## src/rtl/conv_window_mac.sv

```systemverilog
// Sliding-window multiply-accumulate over an external image/weight memory.
// Handles one window origin at a time; the result is held until the consumer accepts it.
module conv_window_mac #(
    parameter int N_C     = 5,
    parameter int N_R     = 3,
    parameter int COL_FIL = 2,
    parameter int ROW_FIL = 2,
    parameter int DW      = 8,
    parameter int AW      = 8,
    parameter int ACCW    = 20
) (
    input  logic            clk,
    input  logic            rst,
    input  logic            win_valid,
    output logic            win_ready,
    input  logic [3:0]      win_i,
    input  logic [3:0]      win_j,
    output logic            img_rd,
    output logic [AW-1:0]   img_addr,
    input  logic [DW-1:0]   img_data,
    output logic [3:0]      w_addr,
    input  logic [DW-1:0]   w_data,
    output logic            out_valid,
    input  logic            out_ready,
    output logic [ACCW-1:0] acc_out,
    output logic            out_last,
    output logic            out_err
);

    typedef enum logic [1:0] {IDLE, FETCH, DRAIN, OUT} state_t;

    state_t          state_q, state_d;
    logic            win_ready_q, win_ready_d;
    logic [3:0]      i_q, i_d, j_q, j_d;
    logic [3:0]      r_q, r_d, c_q, c_d;
    logic            err_q, err_d;
    logic            rd_dly_q, rd_dly_d;
    logic [ACCW-1:0] acc_q, acc_d;
    logic [AW-1:0]   addr_hold_q, addr_hold_d;
    logic [3:0]      w_hold_q, w_hold_d;

    logic [AW-1:0]   addr_cur;
    logic [3:0]      w_cur;
    logic [2*DW:0]   pix_ext, wt_ext, prod;
    logic [ACCW-1:0] prod_ext;
    logic            out_of_range, last_rd, col_wrap, is_last;

    // Address generation for the read currently being issued
    always_comb begin
        addr_cur = AW'((32'(i_q) + 32'(r_q)) * 32'(N_C) + 32'(j_q) + 32'(c_q));
        w_cur    = 4'(32'(r_q) * 32'(COL_FIL) + 32'(c_q));
    end

    // Unsigned pixel times signed weight, done as a (2*DW+1)-bit two's complement product
    always_comb begin
        pix_ext  = {{DW{1'b0}}, 1'b0, img_data};
        wt_ext   = {{(DW+1){w_data[DW-1]}}, w_data};
        prod     = pix_ext * wt_ext;
        prod_ext = {{(ACCW-2*DW-1){prod[2*DW]}}, prod};
    end

    always_comb begin
        out_of_range = (int'(win_i) > N_R - ROW_FIL) || (int'(win_j) > N_C - COL_FIL);
        col_wrap     = (c_q == 4'(COL_FIL - 1));
        last_rd      = col_wrap && (r_q == 4'(ROW_FIL - 1));
        is_last      = !err_q && (int'(i_q) == N_R - ROW_FIL) && (int'(j_q) == N_C - COL_FIL);
    end

    always_comb begin
        state_d     = state_q;
        i_d         = i_q;
        j_d         = j_q;
        r_d         = r_q;
        c_d         = c_q;
        err_d       = err_q;
        addr_hold_d = addr_hold_q;
        w_hold_d    = w_hold_q;
        rd_dly_d    = (state_q == FETCH);
        acc_d       = rd_dly_q ? acc_q + prod_ext : acc_q;

        case (state_q)
            IDLE: begin
                if (win_valid && win_ready_q) begin
                    i_d     = win_i;
                    j_d     = win_j;
                    r_d     = '0;
                    c_d     = '0;
                    acc_d   = '0;
                    err_d   = out_of_range;
                    state_d = out_of_range ? OUT : FETCH;
                end
            end
            FETCH: begin
                addr_hold_d = addr_cur;
                w_hold_d    = w_cur;
                if (last_rd) begin
                    state_d = DRAIN;
                end else if (col_wrap) begin
                    c_d = '0;
                    r_d = r_q + 4'd1;
                end else begin
                    c_d = c_q + 4'd1;
                end
            end
            DRAIN: state_d = OUT;
            OUT: begin
                if (out_ready) begin
                    state_d = IDLE;
                    err_d   = 1'b0;
                end
            end
            default: state_d = IDLE;
        endcase

        // Registered so that ready stays low while reset is held and rises on the first edge after
        win_ready_d = (state_d == IDLE);
    end

    always_ff @(posedge clk or negedge rst) begin
        if (!rst) begin
            state_q     <= IDLE;
            win_ready_q <= 1'b0;
            i_q         <= '0;
            j_q         <= '0;
            r_q         <= '0;
            c_q         <= '0;
            err_q       <= 1'b0;
            rd_dly_q    <= 1'b0;
            acc_q       <= '0;
            addr_hold_q <= '0;
            w_hold_q    <= '0;
        end else begin
            state_q     <= state_d;
            win_ready_q <= win_ready_d;
            i_q         <= i_d;
            j_q         <= j_d;
            r_q         <= r_d;
            c_q         <= c_d;
            err_q       <= err_d;
            rd_dly_q    <= rd_dly_d;
            acc_q       <= acc_d;
            addr_hold_q <= addr_hold_d;
            w_hold_q    <= w_hold_d;
        end
    end

    always_comb begin
        win_ready = win_ready_q;
        img_rd    = (state_q == FETCH);
        img_addr  = img_rd ? addr_cur : addr_hold_q;
        w_addr    = img_rd ? w_cur : w_hold_q;
        out_valid = (state_q == OUT);
        acc_out   = out_valid ? acc_q : '0;
        out_last  = out_valid && is_last;
        out_err   = out_valid && err_q;
    end

endmodule

```

## config.mk

```make
export PLATFORM = sky130hd
export DESIGN_NAME = conv_window_mac
export DESIGN_NICKNAME = d
export VERILOG_FILES = /design/src/rtl/conv_window_mac.sv
export SDC_FILE = /design/constraint.sdc
export NUM_CORES = 1
export LEC_CHECK = 0
export BUFFER_PORTS_ARGS = -buffer_cell sky130_fd_sc_hd__buf_2
export CAP_MARGIN = 10
export CORE_MARGIN = 2
export CORE_UTILIZATION = 50
export DETAILED_ROUTE_END_ITERATION = 8
export PLACE_DENSITY = 0.75
export SLEW_MARGIN = 20
export SYNTH_ARGS = -nofsm -noshare
export SYNTH_HDL_FRONTEND = slang
export SYNTH_SLANG_ARGS = --single-unit
```

## constraint.sdc

```tcl
create_clock -name clk -period 7.5 [get_ports clk]
set_clock_uncertainty 0.2 [all_clocks]
set_input_delay 2.25 -clock clk [delete_from_list [all_inputs] [get_ports clk]]
set_output_delay 2.25 -clock clk [all_outputs]
set_load 0.01 [all_outputs]
```

======== Word-level counts from Yosys, hierarchy flattened ========
Cells that the tools add are included.
word-level totals
  bits in registers ....................... 53
  latch bits .............................. 0
  memory bits (writable) .................. 0
  memory bits (read-only) ................. 0
  input bits .............................. 28
  output and inout port bits .............. 37
  logic and storage cells ................. 70
  memories ................................ 0
operators by class
  $add $sub $neg .......................... 7
  multipliers ............................. 2
  divide/modulo/power cells ............... 0
  order comparisons ....................... 2
  equality and inequality tests ........... 11
  shifts and indexed selects .............. 0
  muxes and demuxes ....................... 21
  bitwise logic cells ..................... 0
  reductions and logical operators ........ 16
operators with widths
  operator                                                        count
  two-way mux 20 bit                                              4
  two-way mux 4 bit                                               6
  adder 20 bit                                                    1
  multiplier 9 x 8 -> 17 bit                                      1
  adder 8 x 4 -> 8 bit                                            2
  one-hot mux 4 bit (2 select lines)                              2
  adder 4 x 1 -> 4 bit (second input constant)                    2
  == test 4 x 1 -> 1 bit (second input constant)                  2
  multiplier 5 x 3 -> 8 bit (second input constant)               1
  two-way mux 2 bit                                               4
  two-way mux 8 bit                                               1
  one-hot mux 2 bit (4 select lines)                              1
  logical AND 1 bit                                               6
  AND reduction 3 bit                                             2
  adder 4 x 4 -> 5 bit                                            1
  adder 4 bit                                                     1
  == test 2 bit (second input constant)                           2
  == test 4 x 2 -> 1 bit (second input constant)                  1
  == test 4 x 3 -> 1 bit (second input constant)                  1
  greater-than comparator 4 x 1 -> 1 bit (second input constant)  1
  greater-than comparator 4 x 2 -> 1 bit (second input constant)  1
  logical NOT 2 bit                                               2
  != test 2 x 1 -> 1 bit (second input constant)                  2
  != test 2 bit (second input constant)                           2
  other kinds (8)                                                 10

======== Longest topological paths before layout ========
  word-level depth ........................ 6
  gate-level depth with buffers ........... 27
  depth with buffers taken out ............ 27

======== Least setup slack after synthesis ========
OpenSTA, ideal clock, no wires.
  path kind ............................... in2reg
  start ................................... input port img_data[0]
  end ..................................... register acc_q[16]
  library setup time ...................... 132 ps
  arrival ................................. 7043 ps
  required time ........................... 7168 ps
  slack ................................... 125 ps
  stages .................................. 24
  buffers on the path ..................... 0
  cell sequence ........................... nand2b_1 -> fa_1 -> fa_1 -> inv_1 -> fa_1 -> inv_1 -> fa_1 -> inv_1 -> ha_1 -> nor2b_1 -> o211ai_1 -> nand3b_1 -> a41oi_1 -> nor2b_1 -> xnor2_1 -> ha_1 -> a211oi_1 -> nand2_1 -> nor2_1 -> nand3_1 -> a31oi_1 -> xnor2_1 -> mux2i_1 -> nor2_1
between the ends
  cells in the longest elaborated chain, start to end .. 5
RTL lines
  element                       RTL line  source
  start, declared               20        input logic [DW-1:0] img_data,
  multiplier 9 x 8 -> 17 bit *  58        prod = pix_ext * wt_ext;
  adder 20 bit *                79        acc_d = rd_dly_q ? acc_q + prod_ext : acc_q;
  two-way mux 20 bit *          79
  two-way mux 20 bit            83        if (win_valid && win_ready_q) begin
  two-way mux 20 bit *          81        case (state_q)
  via acc_d[16]                 38        logic [ACCW-1:0] acc_q, acc_d;
  end signal, assigned          129       acc_q <= '0;
  end signal, assigned          141       acc_q <= acc_d;
  end, declared                 38
The timed path passes the listed nets; every way through them passes the cells marked *.
A chain may end at the register's enable or synchronous reset.

======== Worst setup path after layout ========
  start ................................... input port w_data[0]
  end ..................................... register acc_q[16]
between the ends
  cells in the longest elaborated chain, start to end .. 5
RTL lines
  element                       RTL line  source
  start, declared               22        input logic [DW-1:0] w_data,
  multiplier 9 x 8 -> 17 bit *  58
  adder 20 bit *                79
  two-way mux 20 bit *          79
  two-way mux 20 bit            83
  two-way mux 20 bit *          81
  via acc_d[16]                 38
Marked as above.

==> metrics <==
library cells used by synthesis 50; register area share after synthesis around 22%; Post-Syn Area slightly above 6000 um^2; Post-synth EDFFs 0; CP endpoint kind flop; gr usage total between 20% and 30%; Slew HR between 40% and 50%; cell mode on critical path fa_1; synthesized flop and latch total 53; max cap viols 0; Worst-Margin Slew around 0.87 ns; placed cells 940; Die H ~110 um; DRT antenna net count 0; total number of vias 5,234; Final Wtd Congestion 0.874; grt ovf 0; critical path class in -> reg; Syn Area/Cell roughly 8.8 um^2; placed inst area 6900 um^2; largest net degree at the start of global routing between 50 and 60; vias per inst between 5 and 6; Clock Latency Late Sink 0.30 ns; DR WL/cell between 10 and 15 um; share of layout cells above drive strength 1 between 20% and 30%; core area approximately 12,000 um^2; cell area after layout roughly 7400 um^2; Final Cycle Share 98.1%; wl on met1 around 6000 um; Num CTS Buffers 5; CTS root buf clkbuf_16; initial DRC count approximately 270; # DRC 0; starting density of the core approximately 51%; Hold WS approximately 0.29 ns; worst min-delay path class reg -> reg; Layout Cells excl Fill about 950; top cell type's share of synthesized area between 20% and 30%; DIE WIDTH ~110 um; CP required 7.53 ns; CTS Sinks 53; synth top area cells dfrtp_1 22%, ha_1 19%, fa_1 15%; status finished clean; max-slew violations 0; row count 40; antenna diode count 0; Async SR Flop Fraction between 90% and 100%; synthesized net count 860; Setup violations, final 0; synth warn 0; Main synth FF type dfrtp_1; fin util between 60 and 70%; largest area contributor in the netlist dfrtp_1; initial antenna violation count 0; CTS tree yes; clk slew on worst S/H paths 0.07 ns; Fmax achieved ~0.14 GHz; Final Hold Vio Count 0; post-cts hold buffer count 0; Final Net Count between 900 and 1,000; Crit-path slowest cell fa_1; Die Area about 13,000 um^2; Post-Synthesis Cells ~700; first-pass GRT wire length roughly 24,000 um; HPWL Detailed 11,200 um; CP arrival between 7 and 8 ns; metal3 WL around 440 um; number of global-route vias before repair about 5,400; highest routed layer met4; IO buf count 64; DRT Wirelength 14,200 um; Crit Path Max Fanout 5; Startpoint Class primary input; Pre-antenna DRT Iters 5; Clock Path Buffers 2; crit path time final about 7.4 ns; CP peak stage delay about 0.57 ns; I/O pin count 65; met2 wire len approximately 7500 um; H-tree Lvls 2; area delta synth->final 20.9%
==> cell type report <==
cell class | count | area (um^2)
Multi-Input combinational cell | 541 | 4610
Fill cell | 971 | 4600
Sequential cell | 53 | 1330
Timing Repair Buffer | 116 | 771
Inverter | 86 | 323
Tap cell | 147 | 184
Clock buffer | 6 | 139
Clock inverter | 2 | 16.3
==> registers in the layout, summed over array words and instances, names as in the netlist, 2 cells and up <==
name	flops
state_q	2
acc_q	20
w_hold_q	4
c_q	4
addr_hold_q	8
i_q	4
r_q	4
j_q	4
==> per-stage QoR <==
step / setup TNS [ns] / setup slack (ns)
after floorplan: 0 / 0.125
after global placement: -1.04 / -0.218
after detailed placement: -1.72 / -0.316
after CTS: 0 / 0.00186
after global routing: -0.144 / -0.0928
final: 0 / 0.143
==> per-layer routing <==
metal / GRT usage [%] / vias up
met1: 27.3 / 2531
li1: - / 2547
met2: 42.2 / 126
met5: 0 / -
met3: 2.49 / 30
met4: 7.72 / 0
==> critical path, delay by kind of cell <==
| family | cells | cell delay (ns) |
|---|---|---|
| mux | 1 | 0.09 |
| xor+xnor | 2 | 0.27 |
| fa+ha+maj | 6 | 2.43 |
| buf+inv | 3 | 0.25 |
| simple gates | 8 | 1.09 |
| compound gates | 5 | 1.02 |
==> synth_stat cells (4+ instances only) <==
cell type,number
clkbuf_1,14
nor2b_1,6
nand3_1,13
xnor2_1,17
and3_1,24
ha_1,91
inv_1,85
nand2b_1,6
nor3_1,7
nand4_1,5
nor2_1,44
and2_1,44
nand2_1,82
a211oi_1,9
dfrtp_1,53
a21o_1,15
fa_1,45
o21a_1,4
a21oi_1,27
o21ai_0,34
xor2_1,17
mux2i_1,9
==> logic make-up after synthesis <==
logic type / after synthesis / share of synthesized area [%]
simple gates: 250 / 20.5
fa+ha+maj: 136 / 33.5
compound gates: 111 / 11.4
buf+inv: 102 / 6.28
flops: 53 / 21.8
xor+xnor: 34 / 4.89
mux: 10 / 1.66
==> placed cells by master (no fill, tap or decap), drive strengths merged, types with 4 or more instances in the layout <==
| cell | n |
|---|---|
| buf | 116 |
| ha | 91 |
| inv | 86 |
| nand2 | 82 |
| dfrtp | 53 |
| fa | 45 |
| and2 | 44 |
| nor2 | 44 |
| o21ai | 34 |
| a21oi | 28 |
| and3 | 24 |
| xor2 | 17 |
| xnor2 | 17 |
| a21o | 15 |
| nand3 | 13 |
| a211oi | 10 |
| mux2i | 9 |
| nor3 | 7 |
| nand2b | 6 |
| clkbuf | 6 |
| nor2b | 6 |
| nand4 | 5 |
| o21a | 4 |
==> final timing paths <==
kind,from,end,slack (ns),cells after the start
hold / removal,addr_hold_q[0],addr_hold_q[0],0.29,2
min in group asynchronous,rst,addr_hold_q[7],1.86,2
setup reg to reg,r_q[0],addr_hold_q[7],3.14,16
setup / recovery,w_data[0],acc_q[16],0.14,25
hold reg to reg,addr_hold_q[0],addr_hold_q[0],0.29,2
max in group asynchronous,rst,acc_q[18],4.77,2
==> timing repair <==
| item | 4_1_cts | 5_1_grt |
|---|---|---|
| buffers inserted | 0 | 3 |
| endpoints found under the setup margin | 3 | 9 |
| gates cloned | 0 | 0 |
| resized for setup | 3 | 78 |
| pin swaps | 1 | 46 |
Power is not shown: default switching activity piles up to over one toggle a cycle in this logic, so the estimate is an artifact.
